$ cat src/rtl/usb_resp_pkg.sv
// usb_resp_pkg: shared constants and types for the USB response transmitter.
//   - readback address map (also used by usb_resp_mux)
//   - FSM state encoding
//   - FRAME_LEN: bytes per frame. It is 7 when USB_RESP_CHKSUM_EN is defined
//     (a trailing XOR checksum byte is added) and 6 otherwise.
package usb_resp_pkg;

   localparam logic [7:0] ADDR_CH_SEL  = 8'h01;
   localparam logic [7:0] ADDR_SMP_NUM = 8'h02;
   localparam logic [7:0] ADDR_SMP_SPD = 8'h03;
   localparam logic [7:0] ADDR_STATUS  = 8'h05;
   localparam logic [7:0] ADDR_VERSION = 8'hFE;

`ifdef USB_RESP_CHKSUM_EN
   localparam int FRAME_LEN = 7;
`else
   localparam int FRAME_LEN = 6;
`endif

   localparam int IDX_W = 3;

   typedef enum logic [1:0] {
      IDLE = 2'd0,
      SEND = 2'd1,
      DONE = 2'd2
   } state_t;

endpackage

$ cat src/rtl/usb_resp_tx_if.sv
// usb_resp_tx_if: request channel (register readback) plus byte stream
// towards the USB TX FIFO writer.
//   req_valid/req_addr/req_ready : read request handshake
//   tx_data/tx_valid/tx_ready    : byte stream, one byte per valid&&ready
// Modports: slave = the transmitter, master = requester + FIFO side.
interface usb_resp_tx_if;
   logic       req_valid;
   logic [7:0] req_addr;
   logic       req_ready;
   logic [7:0] tx_data;
   logic       tx_valid;
   logic       tx_ready;

   modport slave (
      input  req_valid, req_addr, tx_ready,
      output req_ready, tx_data, tx_valid
   );

   modport master (
      output req_valid, req_addr, tx_ready,
      input  req_ready, tx_data, tx_valid
   );
endinterface

$ cat src/rtl/usb_resp_mux.sv
// usb_resp_mux: combinational register readback mux.
//   addr             : register address
//   adc_ch_sel       : channel select (returned zero-extended)
//   set_sample_num   : sample count setting
//   set_sample_speed : sample speed setting
//   status_word      : live status
//   data             : selected 32-bit value, ERR_DATA for unmapped addresses
module usb_resp_mux
   import usb_resp_pkg::*;
#(
   parameter logic [31:0] VERSION  = 32'h2021_0223,
   parameter logic [31:0] ERR_DATA = 32'hEEEE_EEEE
) (
   input  logic [7:0]  addr,
   input  logic [1:0]  adc_ch_sel,
   input  logic [31:0] set_sample_num,
   input  logic [31:0] set_sample_speed,
   input  logic [31:0] status_word,
   output logic [31:0] data
);

   always_comb begin
      data = ERR_DATA;
      case (addr)
         ADDR_CH_SEL:  data = {30'b0, adc_ch_sel};
         ADDR_SMP_NUM: data = set_sample_num;
         ADDR_SMP_SPD: data = set_sample_speed;
         ADDR_STATUS:  data = status_word;
         ADDR_VERSION: data = VERSION;
         default:      data = ERR_DATA;
      endcase
   end

endmodule

$ cat src/rtl/usb_resp_tx.sv
// usb_resp_tx: serialises register readbacks and sample-done events into
// fixed byte frames {HEADER, addr, data[31:24..7:0] (, checksum)} on the
// byte stream of usb_resp_tx_if.
// Optional build macro: USB_RESP_CHKSUM_EN appends an XOR checksum over the
// address and the four data bytes.
//   clk, reset       : clock, asynchronous active-high reset
//   bus (slave)      : request handshake and TX byte stream
//   adc_ch_sel, set_sample_num, set_sample_speed, status_word : readback sources
//   sample_done      : one-cycle end-of-acquisition pulse, sample_cnt valid with it
//   busy             : frame in progress
//   frame_done       : one-cycle pulse after the last byte is accepted
//   evt_overrun      : sticky, an unsent event count was overwritten
//
// state | meaning
// IDLE  | waiting; pending event has priority over a read request
// SEND  | presenting frame bytes, advancing on tx_ready
// DONE  | one-cycle completion pulse, then back to IDLE
module usb_resp_tx
   import usb_resp_pkg::*;
#(
   parameter logic [7:0]  HEADER   = 8'hA5,
   parameter logic [31:0] VERSION  = 32'h2021_0223,
   parameter logic [7:0]  EVT_ADDR = 8'h80,
   parameter logic [31:0] ERR_DATA = 32'hEEEE_EEEE
) (
   input  logic              clk,
   input  logic              reset,
   usb_resp_tx_if.slave      bus,
   input  logic [1:0]        adc_ch_sel,
   input  logic [31:0]       set_sample_num,
   input  logic [31:0]       set_sample_speed,
   input  logic [31:0]       status_word,
   input  logic              sample_done,
   input  logic [31:0]       sample_cnt,
   output logic              busy,
   output logic              frame_done,
   output logic              evt_overrun
);

   localparam int FW = FRAME_LEN * 8;
   localparam logic [IDX_W-1:0] IDX_LAST = IDX_W'(FRAME_LEN - 1);

   state_t           state_q, state_d;
   logic [FW-1:0]    frame_q, frame_d;
   logic [IDX_W-1:0] idx_q;
   logic             evt_pending_q;
   logic [31:0]      evt_cnt_q;
   logic             load_evt, load_req, accept;
   logic [31:0]      mux_data;
   logic [7:0]       ld_addr;
   logic [31:0]      ld_data;

   usb_resp_mux #(
      .VERSION  (VERSION),
      .ERR_DATA (ERR_DATA)
   ) u_mux (
      .addr             (bus.req_addr),
      .adc_ch_sel       (adc_ch_sel),
      .set_sample_num   (set_sample_num),
      .set_sample_speed (set_sample_speed),
      .status_word      (status_word),
      .data             (mux_data)
   );

   // The whole frame is snapshotted at load so source changes mid-frame
   // cannot leak into the bytes in flight.
   assign ld_addr = evt_pending_q ? EVT_ADDR : bus.req_addr;
   assign ld_data = evt_pending_q ? evt_cnt_q : mux_data;

`ifdef USB_RESP_CHKSUM_EN
   assign frame_d = {HEADER, ld_addr, ld_data,
                     ld_addr ^ ld_data[31:24] ^ ld_data[23:16] ^
                     ld_data[15:8] ^ ld_data[7:0]};
`else
   assign frame_d = {HEADER, ld_addr, ld_data};
`endif

   always_comb begin
      state_d  = state_q;
      load_evt = 1'b0;
      load_req = 1'b0;
      accept   = 1'b0;
      case (state_q)
         IDLE: begin
            if (evt_pending_q) begin
               load_evt = 1'b1;
               state_d  = SEND;
            end else if (bus.req_valid) begin
               load_req = 1'b1;
               state_d  = SEND;
            end
         end
         SEND: begin
            if (bus.tx_ready) begin
               accept = 1'b1;
               if (idx_q == IDX_LAST) state_d = DONE;
            end
         end
         DONE:    state_d = IDLE;
         default: state_d = IDLE;
      endcase
   end

   always_ff @(posedge clk or posedge reset) begin
      if (reset) begin
         state_q <= IDLE;
         frame_q <= '0;
         idx_q   <= '0;
      end else begin
         state_q <= state_d;
         if (load_evt || load_req) begin
            frame_q <= frame_d;
            idx_q   <= '0;
         end else if (accept) begin
            frame_q <= frame_q << 8;
            idx_q   <= idx_q + 1'b1;
         end else if (state_q == DONE) begin
            idx_q   <= '0;
         end
      end
   end

   // A new pulse in the cycle the pending event is consumed simply re-arms
   // the pending flag; it is only an overrun if the old count was never sent.
   always_ff @(posedge clk or posedge reset) begin
      if (reset) begin
         evt_pending_q <= 1'b0;
         evt_cnt_q     <= '0;
         evt_overrun   <= 1'b0;
      end else if (sample_done) begin
         evt_pending_q <= 1'b1;
         evt_cnt_q     <= sample_cnt;
         if (evt_pending_q && !load_evt) evt_overrun <= 1'b1;
      end else if (load_evt) begin
         evt_pending_q <= 1'b0;
      end
   end

   assign bus.req_ready = (state_q == IDLE) && !evt_pending_q;
   assign bus.tx_valid  = (state_q == SEND);
   assign bus.tx_data   = (state_q == SEND) ? frame_q[FW-1 -: 8] : 8'h00;
   assign busy          = (state_q != IDLE);
   assign frame_done    = (state_q == DONE);

endmodule

$ cat src/flat_wrapper.sv
// flat-port wrapper written by rule: the top's interface ports become plain ports
module usb_resp_tx_flat import usb_resp_pkg::*;
#(
   parameter logic [7:0]  HEADER   = 8'hA5,
   parameter logic [31:0] VERSION  = 32'h2021_0223,
   parameter logic [7:0]  EVT_ADDR = 8'h80,
   parameter logic [31:0] ERR_DATA = 32'hEEEE_EEEE
)
  (clk, reset, adc_ch_sel, set_sample_num, set_sample_speed, status_word, sample_done, sample_cnt, busy, frame_done, evt_overrun, bus_req_valid, bus_req_addr, bus_tx_ready, bus_req_ready, bus_tx_data, bus_tx_valid);
  usb_resp_tx_if bus_i ();
  input  logic clk;
  input  logic reset;
  input  logic [1:0] adc_ch_sel;
  input  logic [31:0] set_sample_num;
  input  logic [31:0] set_sample_speed;
  input  logic [31:0] status_word;
  input  logic sample_done;
  input  logic [31:0] sample_cnt;
  output logic busy;
  output logic frame_done;
  output logic evt_overrun;
  input wire logic [$bits(bus_i.req_valid)-1:0] bus_req_valid;
  input wire logic [$bits(bus_i.req_addr)-1:0] bus_req_addr;
  input wire logic [$bits(bus_i.tx_ready)-1:0] bus_tx_ready;
  output wire logic [$bits(bus_i.req_ready)-1:0] bus_req_ready;
  output wire logic [$bits(bus_i.tx_data)-1:0] bus_tx_data;
  output wire logic [$bits(bus_i.tx_valid)-1:0] bus_tx_valid;
  assign bus_i.req_valid = bus_req_valid;
  assign bus_i.req_addr = bus_req_addr;
  assign bus_i.tx_ready = bus_tx_ready;
  assign bus_req_ready = bus_i.req_ready;
  assign bus_tx_data = bus_i.tx_data;
  assign bus_tx_valid = bus_i.tx_valid;
  usb_resp_tx #(.HEADER(HEADER), .VERSION(VERSION), .EVT_ADDR(EVT_ADDR), .ERR_DATA(ERR_DATA)) u_core (.clk(clk), .reset(reset), .bus(bus_i), .adc_ch_sel(adc_ch_sel), .set_sample_num(set_sample_num), .set_sample_speed(set_sample_speed), .status_word(status_word), .sample_done(sample_done), .sample_cnt(sample_cnt), .busy(busy), .frame_done(frame_done), .evt_overrun(evt_overrun));
endmodule
$ cat config.mk
export PLATFORM = sky130hd
export DESIGN_NAME = usb_resp_tx_flat
export DESIGN_NICKNAME = d
export VERILOG_FILES = /design/src/rtl/usb_resp_pkg.sv /design/src/rtl/usb_resp_tx_if.sv /design/src/rtl/usb_resp_mux.sv /design/src/rtl/usb_resp_tx.sv /design/src/flat_wrapper.sv
export SDC_FILE = /design/constraint.sdc
export NUM_CORES = 1
export LEC_CHECK = 0
export ABC_AREA = 1
export BUFFER_PORTS_ARGS = -buffer_cell sky130_fd_sc_hd__buf_4
export CAP_MARGIN = 10
export CELL_PAD_IN_SITES_DETAIL_PLACEMENT = 1
export CELL_PAD_IN_SITES_GLOBAL_PLACEMENT = 1
export CORE_MARGIN = 1.5
export CORE_UTILIZATION = 39
export DETAILED_ROUTE_END_ITERATION = 10
export PLACE_DENSITY_LB_ADDON = 0.1
export SLEW_MARGIN = 20
export SYNTH_ARGS = -nofsm -noshare
export SYNTH_HDL_FRONTEND = slang
export SYNTH_SLANG_ARGS = --single-unit
$ cat constraint.sdc
create_clock -name clk -period 3.8 [get_ports clk]
set_input_delay 0.38 -clock clk [delete_from_list [all_inputs] [get_ports clk]]
set_output_delay 0.38 -clock clk [all_outputs]
set_load 0.01 [all_outputs]
# After elaboration in Yosys (flattened, before gate mapping)
# Cells that the tools add are included.
[classes] add_sub_neg=1 n_eq_ne=11 n_mux=23 n_reduce_logical=12
[op_table] operator="$pmux W32 S5" n=1
[op_table] operator="$mux W48" n=2
[op_table] operator="$mux W32" n=1
[op_table] operator="$eq A8 B2 Y1 const B" n=2
[op_table] operator="$mux W8" n=2
[op_table] operator="$mux W1" n=9
[op_table] operator="$mux W3" n=3
[op_table] operator="$eq A8 B1 Y1 const B" n=1
[op_table] operator="$eq A8 B3 Y1 const B" n=1
[op_table] operator="$eq A8 B8 Y1 const B" n=1
[op_table] operator="$mux W2" n=4
[op_table] operator="$reduce_bool A2 Y1" n=3
[op_table] operator="$pmux W2 S2" n=1
[op_table] operator="$add A3 B1 Y3 const B" n=1
[op_table] operator="$eq A3 B3 Y1 const B" n=1
[op_table] operator="$ne A3 B2 Y1 const B" n=1
[op_table] operator="$reduce_and A3 Y1" n=1
[op_table] operator="$reduce_bool A3 Y1" n=1
[op_table] operator="$eq A2 B1 Y1 const B" n=1
[op_table] operator="$eq A2 B2 Y1 const B" n=1
[op_table] operator="$logic_and A1 B1 Y1" n=2
[op_table] operator="$logic_not A1 Y1" n=2
[op_table] operator="$logic_not A2 Y1" n=1
[op_table] operator="$ne A2 B1 Y1 const B" n=1
[op_table] operator="other kinds (3)" n=3
[totals] reg_bits=87 in_bits=143 out_inout_bits=13 elab_cells=53

# Logic depth before layout (Yosys ltp)
[depth] word_depth=5 ltp_mapped=11 mapped_depth_nobuf=10

# By module
# Synthesis repeated with hierarchy kept, for this count alone.
[unflattened] cells_unflattened=793 area_unflattened_um2=5200.0
[modules_own_cells] mod="usb_resp_tx" n_inst=1 cells_per_inst=538 area_per_inst_um2=4092.7 seq_area_each_um2=2177.1
[modules_own_cells] mod="usb_resp_mux" n_inst=1 cells_per_inst=255 area_per_inst_um2=1107.3 seq_area_each_um2=0.0

# Least setup slack after synthesis
# No wires, ideal clock.
[synth_timing] kind="reg2out" startpoint="register u_core.state_q[1]" endpoint="output bus_tx_data[0]" arrival_time_ns=1.006 required_time_ns=3.420 slack_ns=2.414 stages_incl_launch_ff=4 n_path_buf=0 path_cell_list="dfrtp_1 nor2_4 clkinv_1 nor2_1"
[synth_between] elab_chain_cells=2
[synth_lines] element="start: declaration" line_no="usb_resp_tx.sv:43" rtl="state_t state_q, state_d;"
[synth_lines] element="start signal: assignment" line_no="usb_resp_tx.sv:110" rtl="state_q <= state_d;"
[synth_lines] element="$eq A2 B1 Y1"
[synth_lines] element="via bus_tx_valid" line_no="flat_wrapper.sv:27" rtl="output wire logic [$bits(bus_i.tx_valid)-1:0] bus_tx_valid;"
[synth_lines] element="$mux W8" line_no="usb_resp_tx.sv:141" rtl="assign bus.tx_data = (state_q == SEND) ? frame_q[FW-1 -: 8] : 8'h00;"
[synth_lines] element="end: declaration" line_no="flat_wrapper.sv:26" rtl="output wire logic [$bits(bus_i.tx_data)-1:0] bus_tx_data;"
# The timed path passes the listed nets, and every way through them passes these cells.

# Worst setup path in the final report
[layout_timing] startpoint="register u_core.state_q[0]" endpoint="register u_core.frame_q[24]"
[layout_between] elab_chain_cells=4 word_cells_on_any_way=8 cone_classes="1 x eq/ne; 4 x mux; 3 x reduce/logical"
[layout_lines] element="$logic_not A2 Y1" line_no="usb_resp_tx.sv:83" rtl="case (state_q)"
[layout_lines] element="$mux W1" line_no="usb_resp_tx.sv:83"
[layout_lines] element="$logic_or A1 B1 Y1" line_no="usb_resp_tx.sv:111" rtl="if (load_evt || load_req) begin"
[layout_lines] element="$mux W48 / $reduce_bool A2 Y1 (equally long branches)"
[layout_lines] element="end signal: assignment" line_no="usb_resp_tx.sv:112" rtl="frame_q <= frame_d;"
[layout_lines] element="end signal: assignment" line_no="usb_resp_tx.sv:115" rtl="frame_q <= frame_q << 8;"
[layout_lines] element="end: declaration" line_no="usb_resp_tx.sv:44" rtl="logic [FW-1:0] frame_q, frame_d;"
# Several ways; a longest one is shown, not always the timed one.
# A chain may end at the register's enable or synchronous reset.

==> summary.txt <==
Global routing
  • Total gr overflow: 0
  • Largest net degree at the start of global routing: 60
  • Initial antenna violation count: 0
  • Vias in the first global route: 5,386
  • Gr usage total: 0.253
  • First-pass GRT wire length: 26,600 µm

Cells and area
  • Layout cells sized above 1: 0.249
  • ANT cells: 0
  • Synth-to-Final Area Change: 28.9%
  • Final net count: 950

Die
  • Die X: 116 µm
  • Initial core utilization: 0.398
  • I/O Pins: 156
  • Chip Height: 116 µm
  • Die Area: 13,500 µm²
  • Core Region: 12,600 µm²
  • Site Rows: 41

Clock tree
  • Worst-skew pair later-pin latency: 0.34 ns
  • Clk slew on worst S/H paths: 0.06 ns
  • CTS tree: built
  • CTS Hold Buffers Added: 0
  • Clock Tree Buf Depth: 2
  • Root Driver: clkbuf_16
  • Htree depth: 3
  • Total CTS buffers: 9
  • Resized cells post-CTS: 0
  • Setup repair bufs after CTS: 0
  • Clock sink count: 87

Power and ir drop
  • Power per cell area: 546 nW/µm²
  • Leakage: 3.16 nW
  • Worst vdd ir: 0.220 mV
  • Total power: 3.52 mW

Critical path
  • R2R setup slack: 1.45 ns
  • WS Path Type: flop to flop
  • Reg-to-reg endpoint: u_core.frame_q[24]$_DFFE_PP0P_
  • Critical Path Start Type: flop
  • Worst Path Required: 4.01 ns
  • Slowest CP cell: nand2_2
  • Worst endpoint data arrival time: 2.56 ns
  • CP peak stage delay: 0.50 ns
  • Crit-path cells: inv_2, nor2_4, nand2_2, nand2_4, inv_1, nor2_1, nand2_1, o21ai_0
  • FF-to-FF path depth: 8
  • Worst reg2reg startpoint: u_core.state_q[0]$_DFFE_PP0P_
  • Crit. End Element: flop
  • Worst-path fanout max: 43

Synthesis
  • Synthesized net count: 822
  • Number of synthesized flops with an enable pin: 0
  • Post-synthesis sequential area ratio: 0.435
  • Post-synth top cells: nand2_1 (141), nand3_1 (114), dfrtp_1 (87)
  • Synth Cell Area: 5000 µm²
  • Warnings from Yosys: 0
  • Synth top area share: 0.435
  • Area contributors post-synth: dfrtp_1 (44%), nand3_1 (11%), nand2_1 (11%), o21ai_0 (7.1%), a21oi_1 (5.1%)
  • Count leader, synth: nand2_1
  • Mapped Avg Cell Area: 7.39 µm²
  • Mapped Cells: 677
  • Predominant post-synthesis flop cell: dfrtp_1
  • Netlist cell types: 30
  • Asr flop ratio synth: 1.00
  • Yosys reg bits: 87
  • Top cell type by total area after synthesis: dfrtp_1

Placed design
  • DPL Wire Length: 11,700 µm
  • I/O Buffers: 155
  • Placer congestion estimate: 0.864

Worst hold path
  • Hold WC Path Type: input pin to asynchronous set/reset pin

Drt
  • Final wirelength: 16,400 µm
  • Via/cell ratio: 5.18
  • TritonRoute pass-1 iters: 4
  • Met1 WL: 7210 µm
  • Post-DRT Antenna Nets: 0
  • Wire per inst: 16.7 µm
  • # DRC: 0
  • Top routing layer in use: met4
  • DR WL met2: 8010 µm
  • Drt initial violations: 204
  • DR vias: 5,082
  • Routed wl met3: 990 µm

Status
  • Run status: completed

STA
  • Slew Limit Headroom: 0.415
  • RSZ-0062 raised after global routing: false
  • Slew Viols, Final: 0
  • Fin. Hold Viols: 0
  • # setup viols final: 0
  • Min Tclk post-route: 2.35 ns
  • Clock skew: 0.00566 ns
  • Setup tns final: 0 ns
  • Worst-Margin Slew: 0.875 ns
  • Fin crit share: 0.619
  • Max Clock Freq: 0.425 GHz

Run
  • Maxcap violations: 0
==> through the flow <==
step / util / instance area [µm²] / worst slack (ns) / cells / hold slack (ns)
4_1_cts: 0.513 / 6440 / 1.45 / 982 / 0.227
3_3_place_gp: 0.489 / 6140 / 1.49 / 966 / 0.456
6_report: 0.513 / 6440 / 1.45 / 982 / 0.164
2_1_floorplan: - / 5000 / 1.17 / 677 / 0.442
3_5_place_dp: 0.489 / 6140 / 1.32 / 966 / 0.462
5_1_grt: 0.513 / 6440 / 1.25 / 982 / 0.238
==> worst max-delay path: cells and delay by family, from the launching register on <==
kind / cells / cell delay, ns
AO/OA/AOI/OAI: 1 / 0.07
AND/OR/NAND/NOR: 5 / 1.12
buffers and inverters: 2 / 0.59
flip-flops: 1 / 0.43
==> power by group <==
| group | total [mW] | internal [mW] | switching [mW] |
|---|---|---|---|
| clock | 0.890 | 0.525 | 0.366 |
| combinational | 1.24 | 0.465 | 0.779 |
| sequential | 1.38 | 1.23 | 0.149 |
==> logic make-up (layout without fill, tap and decap cells) <==
logic type | count (synthesis) | count (layout) | share of synthesized area
adder cells (fa/ha/maj) | 2 | 2 | 0.00500
XOR/XNOR | 1 | 1 | 0.00175
buffers and inverters | 108 | 241 | 0.103
AO/OA/AOI/OAI | 154 | 154 | 0.162
flip-flops | 87 | 87 | 0.435
AND/OR/NAND/NOR | 325 | 325 | 0.292
==> area by class of cell <==
class                           count  area [µm²]
Clock buffer                       10         239
Clock inverter                      6        58.8
Fill cell                        1616        6120
Inverter                           65         246
Multi-Input combinational cell    482        2310
Sequential cell                    87        2180
Tap cell                          172         215
Timing Repair Buffer              160        1200
==> sequential cells by signal, summed over array words and instances, names as in the netlist <==
signal,flops
u_core.evt_pending_q,1
u_core.state_q,2
u_core.evt_cnt_q,32
u_core.idx_q,3
u_core.evt_overrun,1
u_core.frame_q,48
==> layout by cell type (no fill, tap or decap), drive strengths merged <==
master and instances:
nand4 6, nand2 146, clkinv 5, xnor2 1
a21oi 53, nor2 57, o22ai 3, bufinv 1
o21ai 93, a31o 1, a22oi 3, clkbuf 10
ha 2, nor3 2, inv 65, nand3 114
buf 160, o221ai 1, dfrtp 87
==> routing by layer <==
metal	vias up	global-route usage
met5	-	0
met4	0	0.0545
met3	12	0.0550
li1	2488	-
met1	2436	0.315
met2	146	0.453
==> how the worst max path moves through the flow <==
stage | start | to | slack [ns] | cells past startpoint
floorplan | reset | u_core.evt_cnt_q[0]$_DFFE_PP0P_ | 1.17 | 1
global placement | bus_req_addr[1] | u_core.frame_q[14]$_DFFE_PP0P_ | 1.49 | 9
detailed placement | bus_req_addr[1] | u_core.frame_q[17]$_DFFE_PP0P_ | 1.32 | 9
CTS | u_core.state_q[0]$_DFFE_PP0P_ | u_core.frame_q[24]$_DFFE_PP0P_ | 1.45 | 8
global route | u_core.state_q[0]$_DFFE_PP0P_ | u_core.frame_q[24]$_DFFE_PP0P_ | 1.25 | 8
finish | u_core.state_q[0]$_DFFE_PP0P_ | u_core.frame_q[24]$_DFFE_PP0P_ | 1.45 | 8
No activity file was read; power rests on OpenSTA's default activity.
